`config.mk`:
```
export PLATFORM = sky130hd
export DESIGN_NAME = uart_fifo_top
export DESIGN_NICKNAME = d
export VERILOG_FILES = /design/src/rtl/uart_pkg.sv /design/src/rtl/uart_fifo_top_sync_fifo.sv /design/src/rtl/uart_fifo_top.sv
export SDC_FILE = /design/constraint.sdc
export NUM_CORES = 1
export LEC_CHECK = 0
export CORE_AREA = 2 2 143 145
export CTS_BUF_LIST = sky130_fd_sc_hd__clkbuf_16
export DETAILED_ROUTE_END_ITERATION = 8
export DIE_AREA = 0 0 145 147
export GPL_TIMING_DRIVEN = 1
export PLACE_DENSITY = 0.48
export SETUP_SLACK_MARGIN = 0.1
export SLEW_MARGIN = 15
export SYNTH_ARGS = -nofsm -noshare
export SYNTH_HDL_FRONTEND = slang
export SYNTH_SLANG_ARGS = --single-unit
```
`constraint.sdc`:
```
create_clock -name clk -period 7.9 [get_ports clk]
set_input_delay 1.185 -clock clk [delete_from_list [all_inputs] [get_ports clk]]
set_output_delay 1.185 -clock clk [all_outputs]
set_load 0.005 [all_outputs]
```
`src/rtl/uart_pkg.sv`:
```
// Shared encodings and constants for the FIFO-buffered UART.
package uart_pkg;

    typedef enum logic [2:0] {
        S_IDLE,
        S_START,
        S_DATA,
        S_PARITY,
        S_STOP
    } uart_state_t;

    localparam int OVS       = 16;
    localparam int START_MID = 7;
    localparam int CNT_W     = 5;
    localparam int NB_W      = 4;

endpackage

```
`src/rtl/uart_fifo_top_sync_fifo.sv`:
```
// Synchronous first-word-fall-through FIFO; dout reads 0 while empty.
module sync_fifo #(
    parameter int W      = 8,
    parameter int ADDR_W = 2
) (
    input  logic         clk,
    input  logic         reset,
    input  logic         wr,
    input  logic         rd,
    input  logic [W-1:0] din,
    output logic [W-1:0] dout,
    output logic         full,
    output logic         empty
);
    localparam int DEPTH = 2 ** ADDR_W;

    logic [W-1:0]      r_mem [DEPTH];
    logic [ADDR_W-1:0] r_wptr;
    logic [ADDR_W-1:0] r_rptr;
    logic [ADDR_W:0]   r_cnt;
    logic              w_do_rd;
    logic              w_do_wr;

    assign empty   = (r_cnt == '0);
    assign full    = (r_cnt == (ADDR_W+1)'(DEPTH));
    assign w_do_rd = rd & ~empty;
    // A pop frees the slot, so a write to a full FIFO succeeds alongside a read.
    assign w_do_wr = wr & (~full | w_do_rd);
    assign dout    = empty ? '0 : r_mem[r_rptr];

    always_ff @(posedge clk) begin
        if (w_do_wr)
            r_mem[r_wptr] <= din;
    end

    always_ff @(posedge clk) begin
        if (reset) begin
            r_wptr <= '0;
            r_rptr <= '0;
            r_cnt  <= '0;
        end else begin
            if (w_do_wr)
                r_wptr <= r_wptr + 1'b1;
            if (w_do_rd)
                r_rptr <= r_rptr + 1'b1;
            unique case ({w_do_wr, w_do_rd})
                2'b10:   r_cnt <= r_cnt + 1'b1;
                2'b01:   r_cnt <= r_cnt - 1'b1;
                default: r_cnt <= r_cnt;
            endcase
        end
    end

endmodule

```
`src/rtl/uart_fifo_top.sv`:
```
// UART with baud generator, configurable frame and TX/RX FIFOs;
// RX words carry their own parity/framing flags.
module uart_fifo_top
    import uart_pkg::*;
#(
    parameter int DBIT       = 8,
    parameter int SB_TICK    = 16,
    parameter int PARITY_EN  = 0,
    parameter int PARITY_ODD = 0,
    parameter int FIFO_W     = 2,
    parameter int DVSR_W     = 11
) (
    input  logic              clk,
    input  logic              reset,
    input  logic [DVSR_W-1:0] dvsr,
    input  logic              wr_uart,
    input  logic [DBIT-1:0]   w_data,
    output logic              tx_full,
    input  logic              rd_uart,
    output logic [DBIT-1:0]   r_data,
    output logic              r_perr,
    output logic              r_ferr,
    output logic              rx_empty,
    output logic              overrun,
    input  logic              clr_ovr,
    input  logic              rx,
    output logic              tx
);
    localparam logic [CNT_W-1:0] C_LAST = CNT_W'(OVS - 1);
    localparam logic [CNT_W-1:0] C_MID  = CNT_W'(START_MID);
    localparam logic [CNT_W-1:0] C_STOP = CNT_W'(SB_TICK - 1);
    localparam logic [NB_W-1:0]  N_LAST = NB_W'(DBIT - 1);
    localparam logic             P_ODD  = 1'(PARITY_ODD);

    logic [DVSR_W-1:0] r_bcnt;
    logic [DVSR_W-1:0] r_dvsr;
    logic              w_tick;

    // Divisor is latched at each wrap so a change never truncates a period.
    assign w_tick = (r_bcnt == r_dvsr);

    always_ff @(posedge clk) begin
        if (reset) begin
            r_bcnt <= '0;
            r_dvsr <= dvsr;
        end else if (w_tick) begin
            r_bcnt <= '0;
            r_dvsr <= dvsr;
        end else begin
            r_bcnt <= r_bcnt + 1'b1;
        end
    end

    uart_state_t      r_tx_st;
    logic [CNT_W-1:0] r_tx_cnt;
    logic [NB_W-1:0]  r_tx_n;
    logic [DBIT-1:0]  r_tx_sh;
    logic             r_tx_par;
    logic             r_tx;
    logic [DBIT-1:0]  w_tx_dout;
    logic             w_tx_empty;
    logic             w_tx_rd;
    logic             w_tx_stop_done;

    assign w_tx_stop_done = (r_tx_st == S_STOP) && w_tick && (r_tx_cnt == C_STOP);
    assign w_tx_rd = ~w_tx_empty & ((r_tx_st == S_IDLE) | w_tx_stop_done);
    assign tx = r_tx;

    sync_fifo #(.W(DBIT), .ADDR_W(FIFO_W)) u_tx_fifo (
        .clk   (clk),
        .reset (reset),
        .wr    (wr_uart),
        .rd    (w_tx_rd),
        .din   (w_data),
        .dout  (w_tx_dout),
        .full  (tx_full),
        .empty (w_tx_empty)
    );

    always_ff @(posedge clk) begin
        if (reset) begin
            r_tx_st  <= S_IDLE;
            r_tx_cnt <= '0;
            r_tx_n   <= '0;
            r_tx_sh  <= '0;
            r_tx_par <= 1'b0;
            r_tx     <= 1'b1;
        end else begin
            if (w_tx_rd) begin
                r_tx_st  <= S_START;
                r_tx_cnt <= '0;
                r_tx_sh  <= w_tx_dout;
                r_tx_par <= ^w_tx_dout ^ P_ODD;
            end else begin
                unique case (r_tx_st)
                    S_IDLE: ;
                    S_START:
                        if (w_tick) begin
                            if (r_tx_cnt == C_LAST) begin
                                r_tx_st  <= S_DATA;
                                r_tx_cnt <= '0;
                                r_tx_n   <= '0;
                            end else
                                r_tx_cnt <= r_tx_cnt + 1'b1;
                        end
                    S_DATA:
                        if (w_tick) begin
                            if (r_tx_cnt == C_LAST) begin
                                r_tx_cnt <= '0;
                                r_tx_sh  <= r_tx_sh >> 1;
                                if (r_tx_n == N_LAST)
                                    r_tx_st <= (PARITY_EN != 0) ? S_PARITY : S_STOP;
                                else
                                    r_tx_n <= r_tx_n + 1'b1;
                            end else
                                r_tx_cnt <= r_tx_cnt + 1'b1;
                        end
                    S_PARITY:
                        if (w_tick) begin
                            if (r_tx_cnt == C_LAST) begin
                                r_tx_st  <= S_STOP;
                                r_tx_cnt <= '0;
                            end else
                                r_tx_cnt <= r_tx_cnt + 1'b1;
                        end
                    S_STOP:
                        if (w_tick) begin
                            if (r_tx_cnt == C_STOP) begin
                                r_tx_st  <= S_IDLE;
                                r_tx_cnt <= '0;
                            end else
                                r_tx_cnt <= r_tx_cnt + 1'b1;
                        end
                    default: r_tx_st <= S_IDLE;
                endcase
            end
            unique case (r_tx_st)
                S_START:  r_tx <= 1'b0;
                S_DATA:   r_tx <= r_tx_sh[0];
                S_PARITY: r_tx <= r_tx_par;
                default:  r_tx <= 1'b1;
            endcase
        end
    end

    uart_state_t      r_rx_st;
    logic [CNT_W-1:0] r_rx_cnt;
    logic [NB_W-1:0]  r_rx_n;
    logic [DBIT-1:0]  r_rx_sh;
    logic             r_rx_perr;
    logic             r_ovr;
    logic             w_rx_push;
    logic             w_rx_full;
    logic [DBIT+1:0]  w_rx_din;
    logic [DBIT+1:0]  w_rx_dout;

    assign w_rx_push = (r_rx_st == S_STOP) && w_tick && (r_rx_cnt == C_STOP);
    assign w_rx_din  = {~rx, r_rx_perr, r_rx_sh};
    assign r_data    = w_rx_dout[DBIT-1:0];
    assign r_perr    = w_rx_dout[DBIT];
    assign r_ferr    = w_rx_dout[DBIT+1];
    assign overrun   = r_ovr;

    sync_fifo #(.W(DBIT + 2), .ADDR_W(FIFO_W)) u_rx_fifo (
        .clk   (clk),
        .reset (reset),
        .wr    (w_rx_push),
        .rd    (rd_uart),
        .din   (w_rx_din),
        .dout  (w_rx_dout),
        .full  (w_rx_full),
        .empty (rx_empty)
    );

    always_ff @(posedge clk) begin
        if (reset) begin
            r_rx_st   <= S_IDLE;
            r_rx_cnt  <= '0;
            r_rx_n    <= '0;
            r_rx_sh   <= '0;
            r_rx_perr <= 1'b0;
        end else begin
            unique case (r_rx_st)
                S_IDLE:
                    if (!rx) begin
                        r_rx_st  <= S_START;
                        r_rx_cnt <= '0;
                    end
                S_START:
                    if (w_tick) begin
                        if (r_rx_cnt == C_MID) begin
                            r_rx_st   <= rx ? S_IDLE : S_DATA;
                            r_rx_cnt  <= '0;
                            r_rx_n    <= '0;
                            r_rx_perr <= 1'b0;
                        end else
                            r_rx_cnt <= r_rx_cnt + 1'b1;
                    end
                S_DATA:
                    if (w_tick) begin
                        if (r_rx_cnt == C_LAST) begin
                            r_rx_cnt <= '0;
                            r_rx_sh  <= {rx, r_rx_sh[DBIT-1:1]};
                            if (r_rx_n == N_LAST)
                                r_rx_st <= (PARITY_EN != 0) ? S_PARITY : S_STOP;
                            else
                                r_rx_n <= r_rx_n + 1'b1;
                        end else
                            r_rx_cnt <= r_rx_cnt + 1'b1;
                    end
                S_PARITY:
                    if (w_tick) begin
                        if (r_rx_cnt == C_LAST) begin
                            r_rx_st   <= S_STOP;
                            r_rx_cnt  <= '0;
                            r_rx_perr <= rx ^ (^r_rx_sh) ^ P_ODD;
                        end else
                            r_rx_cnt <= r_rx_cnt + 1'b1;
                    end
                S_STOP:
                    if (w_tick) begin
                        if (r_rx_cnt == C_STOP) begin
                            r_rx_st  <= S_IDLE;
                            r_rx_cnt <= '0;
                        end else
                            r_rx_cnt <= r_rx_cnt + 1'b1;
                    end
                default: r_rx_st <= S_IDLE;
            endcase
        end
    end

    // A simultaneous pop makes room, so only a true drop counts as overrun.
    always_ff @(posedge clk) begin
        if (reset)
            r_ovr <= 1'b0;
        else if (w_rx_push && w_rx_full && !rd_uart)
            r_ovr <= 1'b1;
        else if (clr_ovr)
            r_ovr <= 1'b0;
    end

endmodule
```
==> flow_metrics.env, run 1 <==
export IMPL_timing_hold_ws_ps=447
export IMPL_worst_path_max_delay_cell="nor4_2"
export IMPL_drive_gt1_share_pct=10.9
export IMPL_tns_ps=0
export IMPL_syn_nets=616
export IMPL_finish_instance_area_um2=8050
export IMPL_synth_avg_cell_area_um2=11.9
export IMPL_drc=0
export IMPL_holdCritStartpoint="r_tx_cnt[4]"
export IMPL_dr_pass1_iters=4
export IMPL_ctsResizeCount=0
export IMPL_grt_util_all_layers_pct=12.8
export IMPL_critPathRequiredTime_ps=8220
export IMPL_die_area_um2=21300
export IMPL_cap_violations=0
export IMPL_p_switching_uw=612
export IMPL_cp_top_family="simple AND/OR/NAND/NOR gates"
export IMPL_p_int_mw=1.54
export IMPL_worstSetupPathType="flop to flop"
export IMPL_clock_latency_ps=420
export IMPL_leakage_nw=2.65
export IMPL_place_ws_ps=3930
export IMPL_final_cell_mix="83 x edfxtp_1, 73 x dfxtp_1, 57 x nor2_1"
export IMPL_hold_viol=0
export IMPL_critical_path_max_stage_delay_ps=800
export IMPL_register_area_um2=3950
export IMPL_dp_cells=860
export IMPL_power_frac_seq_pct=44.9
export IMPL_synth_edf_count=83
export IMPL_critPathMaxFanout=15
export IMPL_row_count=52
export IMPL_synth_seq_area_share_pct=57.8
export IMPL_areaGrowthSynthToFinish_pct=17.6
export IMPL_diodes=0
export IMPL_htreeDepth=4
export IMPL_crit_buf_inv=0
export IMPL_cp_arrival_ps=4180
export IMPL_utilization_pct=40.5
export IMPL_grtUsageMet2_pct=22.1
export IMPL_fill_cells=1892
export IMPL_grt_pass1_vias=4288
export IMPL_grt_max_degree=57
export IMPL_synth_seq_cells=156
export IMPL_start_kind="flop"
export IMPL_fp_dieH_um=147
export IMPL_cts_buffer_depth=2
export IMPL_r2r_start="r_dvsr[3]"
export IMPL_cts_clk_slew_worst_paths_ps=60
export IMPL_place_area_um2=7480
export IMPL_synth_cells=573
export IMPL_cp_depth=10
export IMPL_die_x_um=145
export IMPL_clock_fmax_mhz=259
export IMPL_clkSinkCount=156
export IMPL_grt_antenna_before_repair=0
export IMPL_drtIter0Drc=257
export IMPL_swShare_pct=28.4
export IMPL_fin_crit_sh_pct=48.9
export IMPL_powerDensity_nw_per_um2=268
export IMPL_max_slew_margin_rel_pct=40.4
export IMPL_hpwl_um=8870
export IMPL_setup_viol=0
export IMPL_coreArea_um2=19800
export IMPL_worstPathCellList="xor2_1 -> nor4_2 -> nand4_1 -> a211o_1 -> fa_1 -> nand2b_1 -> nand3_1 -> a221oi_1 -> a41oi_1 -> o311ai_0"
export IMPL_rsz0062_at_grt="no"
export IMPL_drv_slew=0
export IMPL_stdcell_count=892
export IMPL_gr_max_usage_layer="met2"
export IMPL_vdd_ir_drop_max_v=0.000151
export IMPL_ff2ff_path_depth=10
export IMPL_worst_slack_ps=4040
export IMPL_startpoint="r_dvsr[3]"
export IMPL_status="finished clean"
export IMPL_synth_distinct_cells=63
export IMPL_vias=4347
export IMPL_hold_path_class="flop to flop"
export IMPL_ctsHoldBuffers=0
export IMPL_whs_path_depth=2
export IMPL_ios=39
export IMPL_wl_um=13000
export IMPL_worstMarginPinSlew_ps=887
export IMPL_met3_usage_pct=3.79
export IMPL_cts_buffers=17
export IMPL_antenna_left=0
export IMPL_end_kind="flop"
export IMPL_ys_warn_count=0
export IMPL_tritoncts="done"
export IMPL_port_buffers=38
export IMPL_nets=652
export IMPL_hold_end="r_tx_cnt[4]"
export IMPL_reg2reg_slack_ps=4040
export IMPL_multiInputGateArea_um2=2700
export IMPL_async_reset_ff_share_pct=0
export IMPL_synth_ff_type="edfxtp_1"
export IMPL_use_met1_pct=15.4
export IMPL_r2r_end="u_tx_fifo.r_cnt[2]"
export IMPL_clockPowerShare_pct=36.2
export IMPL_cts_root_buf="clkbuf_16"
export IMPL_via_per_inst=4.87
export IMPL_cts_setup_buffers=0
export IMPL_start_util_pct=34.5
export IMPL_gp_congestion=0.723
export IMPL_combPwrFrac_pct=18.9
export IMPL_grt_pass1_wl_um=21800
export IMPL_final_setup_skew_ps=13.0
export IMPL_wl_per_cell_um=14.5
export IMPL_final_common_cell="edfxtp_1"
export IMPL_p_total_mw=2.16
export IMPL_netlist_area_um2=6840
export IMPL_overflow=0
export IMPL_post_route_min_period_ps=3860
==> final cells by class <==
cell class | count | area share [%]
clock buffer | 17 | 5.29
multi-input combinational | 368 | 33.6
clock inverter | 15 | 1.73
tap | 270 | 4.20
timing repair buffer | 40 | 4.85
inverter | 26 | 1.21
sequential | 156 | 49.1
==> synthesized netlist by cell type (all sizes together), types with 5 or more instances <==
cell type | instances | area (um2)
inv | 25 | 93.8
and3 | 7 | 46.3
or3 | 8 | 52.6
a21oi | 32 | 164
a22oi | 5 | 37.5
nand2 | 31 | 116
nand3 | 21 | 105
nor2b | 15 | 93.8
mux4 | 18 | 405
nand2b | 5 | 31.3
ha | 16 | 200
nor2 | 59 | 226
and2 | 8 | 50.1
xnor2 | 21 | 184
nor3 | 9 | 50.1
dfxtp | 73 | 1460
xor2 | 21 | 184
mux2i | 12 | 120
nand4 | 7 | 43.8
o21ai | 13 | 65.1
buf | 7 | 30.0
edfxtp | 83 | 2490
clkbuf | 16 | 60.1
==> power groups by stage <==
stage	logic (mW)	registers, mW	clock network, mW
5_1_grt	0.457	0.981	0.839
3_3_place_gp	0.407	0.985	0
4_1_cts	0.413	0.970	0.807
3_5_place_dp	0.412	0.986	0
6_report	0.407	0.969	0.781
2_1_floorplan	0.341	0.955	0
==> registers in the layout (all words and copies together) (netlist names), named ones only <==
signal	cells
tx	1
u_tx_fifo.r_cnt	3
r_rx_perr	1
u_tx_fifo.r_rptr	2
r_rx_n	4
r_bcnt	11
r_tx_par	1
r_rx_st	3
r_tx_st	3
r_tx_cnt	5
r_dvsr	11
u_rx_fifo.r_mem	40
u_tx_fifo.r_mem	32
r_rx_cnt	5
u_rx_fifo.r_cnt	3
u_tx_fifo.r_wptr	2
overrun	1
r_rx_sh	8
u_rx_fifo.r_rptr	2
r_tx_n	4
r_tx_sh	8
u_rx_fifo.r_wptr	2
==> worst min-delay path, cell delays in order (launching register included) <==
cell	delay, ps
dfxtp_1	300
inv_1	60
a311oi_1	40
==> logic make-up (layout without fill, tap and decap cells) <==
family	count (synthesis)	count (layout)	synth area share, %
flip-flops	156	156	57.8
multiplexers	32	32	8.01
AND/OR/NAND/NOR	193	193	14.8
AO/OA/AOI/OAI	83	83	7.83
XOR/XNOR	42	42	5.38
buffers and inverters	49	98	2.74
adder cells (fa/ha/maj)	18	18	3.51
==> layer usage <==
metal | vias to the layer above | part of all wire (%)
met1 | 2118 | 45
li1 | 2164 | -
met5 | - | 0
met3 | 10 | 3.4
met2 | 55 | 50
met4 | 0 | 1.0
==> how the worst max path moves through the flow <==
| stage | to |
|---|---|
| 2_1_floorplan | u_rx_fifo.r_cnt[2] |
| 6_report | u_tx_fifo.r_cnt[2] |
| 3_3_place_gp | u_rx_fifo.r_cnt[2] |
| 3_5_place_dp | u_rx_fifo.r_cnt[2] |
| 5_1_grt | u_tx_fifo.r_cnt[2] |
| 4_1_cts | u_tx_fifo.r_cnt[2] |
No activity file was read; power rests on OpenSTA's default activity.
==> run 2: changes to the inputs <==
clock period = 3.9 ns   (was 7.9 ns; I/O delays follow)
==> run 2 against run 1 <==
Against the previous run:
- power grew 110%
- clock-buffer cell count did not move
- clock power is 120% higher
- highest routed layer unchanged
==> flow_metrics.env, run 2 (same netlist as run 1, synthesis figures left out) <==
export IMPL_ctsResizeCount=0
export IMPL_hold_viol=0
export IMPL_end_kind="primary output"
export IMPL_p_int_mw=3.21
export IMPL_top_register="u_rx_fifo.r_mem"
export IMPL_fp_dieH_um=147
export IMPL_ios=39
export IMPL_wl_um=13100
export IMPL_final_common_cell="edfxtp_1"
export IMPL_grt_max_degree=30
export IMPL_leakage_nw=2.69
export IMPL_final_setup_skew_ps=11.5
export IMPL_grt_pass1_vias=4483
export IMPL_vdd_ir_drop_max_v=0.000315
export IMPL_port_buffers=38
export IMPL_fin_crit_sh_pct=75.9
export IMPL_clock_latency_ps=420
export IMPL_whs_path_depth=2
export IMPL_gp_congestion=0.733
export IMPL_rsz0062_at_grt="no"
export IMPL_p_switching_mw=1.27
export IMPL_cp_arrival_ps=2370
export IMPL_grt_pass1_wl_um=22500
export IMPL_areaGrowthSynthToFinish_pct=18.4
export IMPL_power_frac_seq_pct=43.8
export IMPL_drv_slew=0
export IMPL_max_slew_margin_rel_pct=39.6
export IMPL_combPwrFrac_pct=18.6
export IMPL_start_kind="flop"
export IMPL_hpwl_um=9060
export IMPL_post_route_min_period_ps=2960
export IMPL_vias=4358
export IMPL_p_total_mw=4.48
export IMPL_cts_root_buf="clkbuf_16"
export IMPL_start_util_pct=34.5
export IMPL_hold_path_class="flop to flop"
export IMPL_cap_violations=0
export IMPL_grt_antenna_before_repair=0
export IMPL_swShare_pct=28.4
export IMPL_clkSinkCount=156
export IMPL_status="finished clean"
export IMPL_clock_fmax_mhz=338
export IMPL_worstMarginPinSlew_ps=893
export IMPL_cts_buffer_depth=2
export IMPL_overflow=0
export IMPL_wl_per_cell_um=14.6
export IMPL_critPathRequiredTime_ps=3310
export IMPL_die_x_um=145
export IMPL_ff2ff_path_depth=12
export IMPL_largest_register_ffs=40
export IMPL_clockPowerShare_pct=37.6
export IMPL_tritoncts="done"
export IMPL_htreeDepth=4
export IMPL_final_cell_mix="83 x edfxtp_1, 73 x dfxtp_1, 57 x nor2_1"
export IMPL_drtIter0Drc=222
export IMPL_die_area_um2=21300
export IMPL_fill_cells=1882
export IMPL_holdCritStartpoint="r_tx_cnt[4]"
export IMPL_drc=0
export IMPL_drive_gt1_share_pct=11.7
export IMPL_ctsHoldBuffers=0
export IMPL_dr_pass1_iters=4
export IMPL_via_per_inst=4.87
export IMPL_diodes=0
export IMPL_coreArea_um2=19800
export IMPL_setup_viol=0
export IMPL_cts_setup_buffers=0
export IMPL_antenna_left=0
export IMPL_worstSetupPathType="flop to primary output"
export IMPL_cts_buffers=17
export IMPL_row_count=52
export IMPL_powerDensity_nw_per_um2=553
export IMPL_tns_ps=0
export IMPL_critPathMaxFanout=10
export IMPL_cts_clk_slew_worst_paths_ps=70
export IMPL_top_regs="u_rx_fifo.r_mem (40), u_tx_fifo.r_mem (32)"
export IMPL_nets=655
export IMPL_r2r_start="r_dvsr[3]"
export IMPL_grt_util_all_layers_pct=13.2
==> run 2: cell count changes in the layout (fill, tap and decap cells not counted), sizes merged <==
cell | previous run | this run
bufinv | 1 | 2
inv | 33 | 34
buf | 3 | 6
clkinv | 5 | 4
clkinvlp | 2 | 1
==> run 2: path summary, 6_finish.rpt <==
check	to	slack, ps
setup reg to reg	u_tx_fifo.r_cnt[2]	980
hold reg to reg	r_tx_cnt[4]	430
hold / removal	r_tx_cnt[4]	430
setup / recovery	r_ferr	940
==> run 2: per-stage QoR <==
stage	cell area, um2	hold WS (ps)	worst slack [ps]	cells	utilization [%]
after global placement	7500	422	618	863	37.8
after detailed placement	7500	429	532	863	37.8
after global routing	8100	457	608	895	40.8
after floorplan	6840	408	912	573	-
after CTS	8100	436	831	895	40.8
final	8100	432	942	895	40.8
==> run 2: worst max-delay path: stages (launching register included) <==
cell             delay [ps]
dfxtp_1                 770
mux4_2                  590
nor2b_1                 140
clkdlybuf4s50_1         450
==> run 2: cell type report <==
type | instances | area, um2 | area share [%]
repair buffers | 43 | 413 | 5.09
clock inverters | 15 | 175 | 2.16
well taps | 270 | 338 | 4.17
multi-input cells | 368 | 2700 | 33.3
clock buffers | 17 | 425 | 5.25
inverters | 26 | 97.6 | 1.20
flip-flops and latches | 156 | 3950 | 48.8
==> run 2: layer usage <==
| metal | vias to the layer above | wire length, um | global-route usage, % |
|---|---|---|---|
| li1 | 2168 | - | - |
| met1 | 2129 | 6210 | 16.8 |
| met2 | 46 | 6400 | 22.4 |
| met3 | 15 | 289 | 2.80 |
| met5 | - | 0 | 0 |
| met4 | 0 | 199 | 5.00 |
==> run 2: power by group through the flow <==
| stage | clock, mW | combinational (mW) | sequential (mW) |
|---|---|---|---|
| after floorplan | 0 | 0.690 | 1.93 |
| after global placement | 0 | 0.823 | 2.00 |
| after detailed placement | 0 | 0.837 | 2.00 |
| after CTS | 1.73 | 0.842 | 1.96 |
| after global routing | 1.80 | 0.926 | 1.99 |
| final | 1.68 | 0.833 | 1.96 |
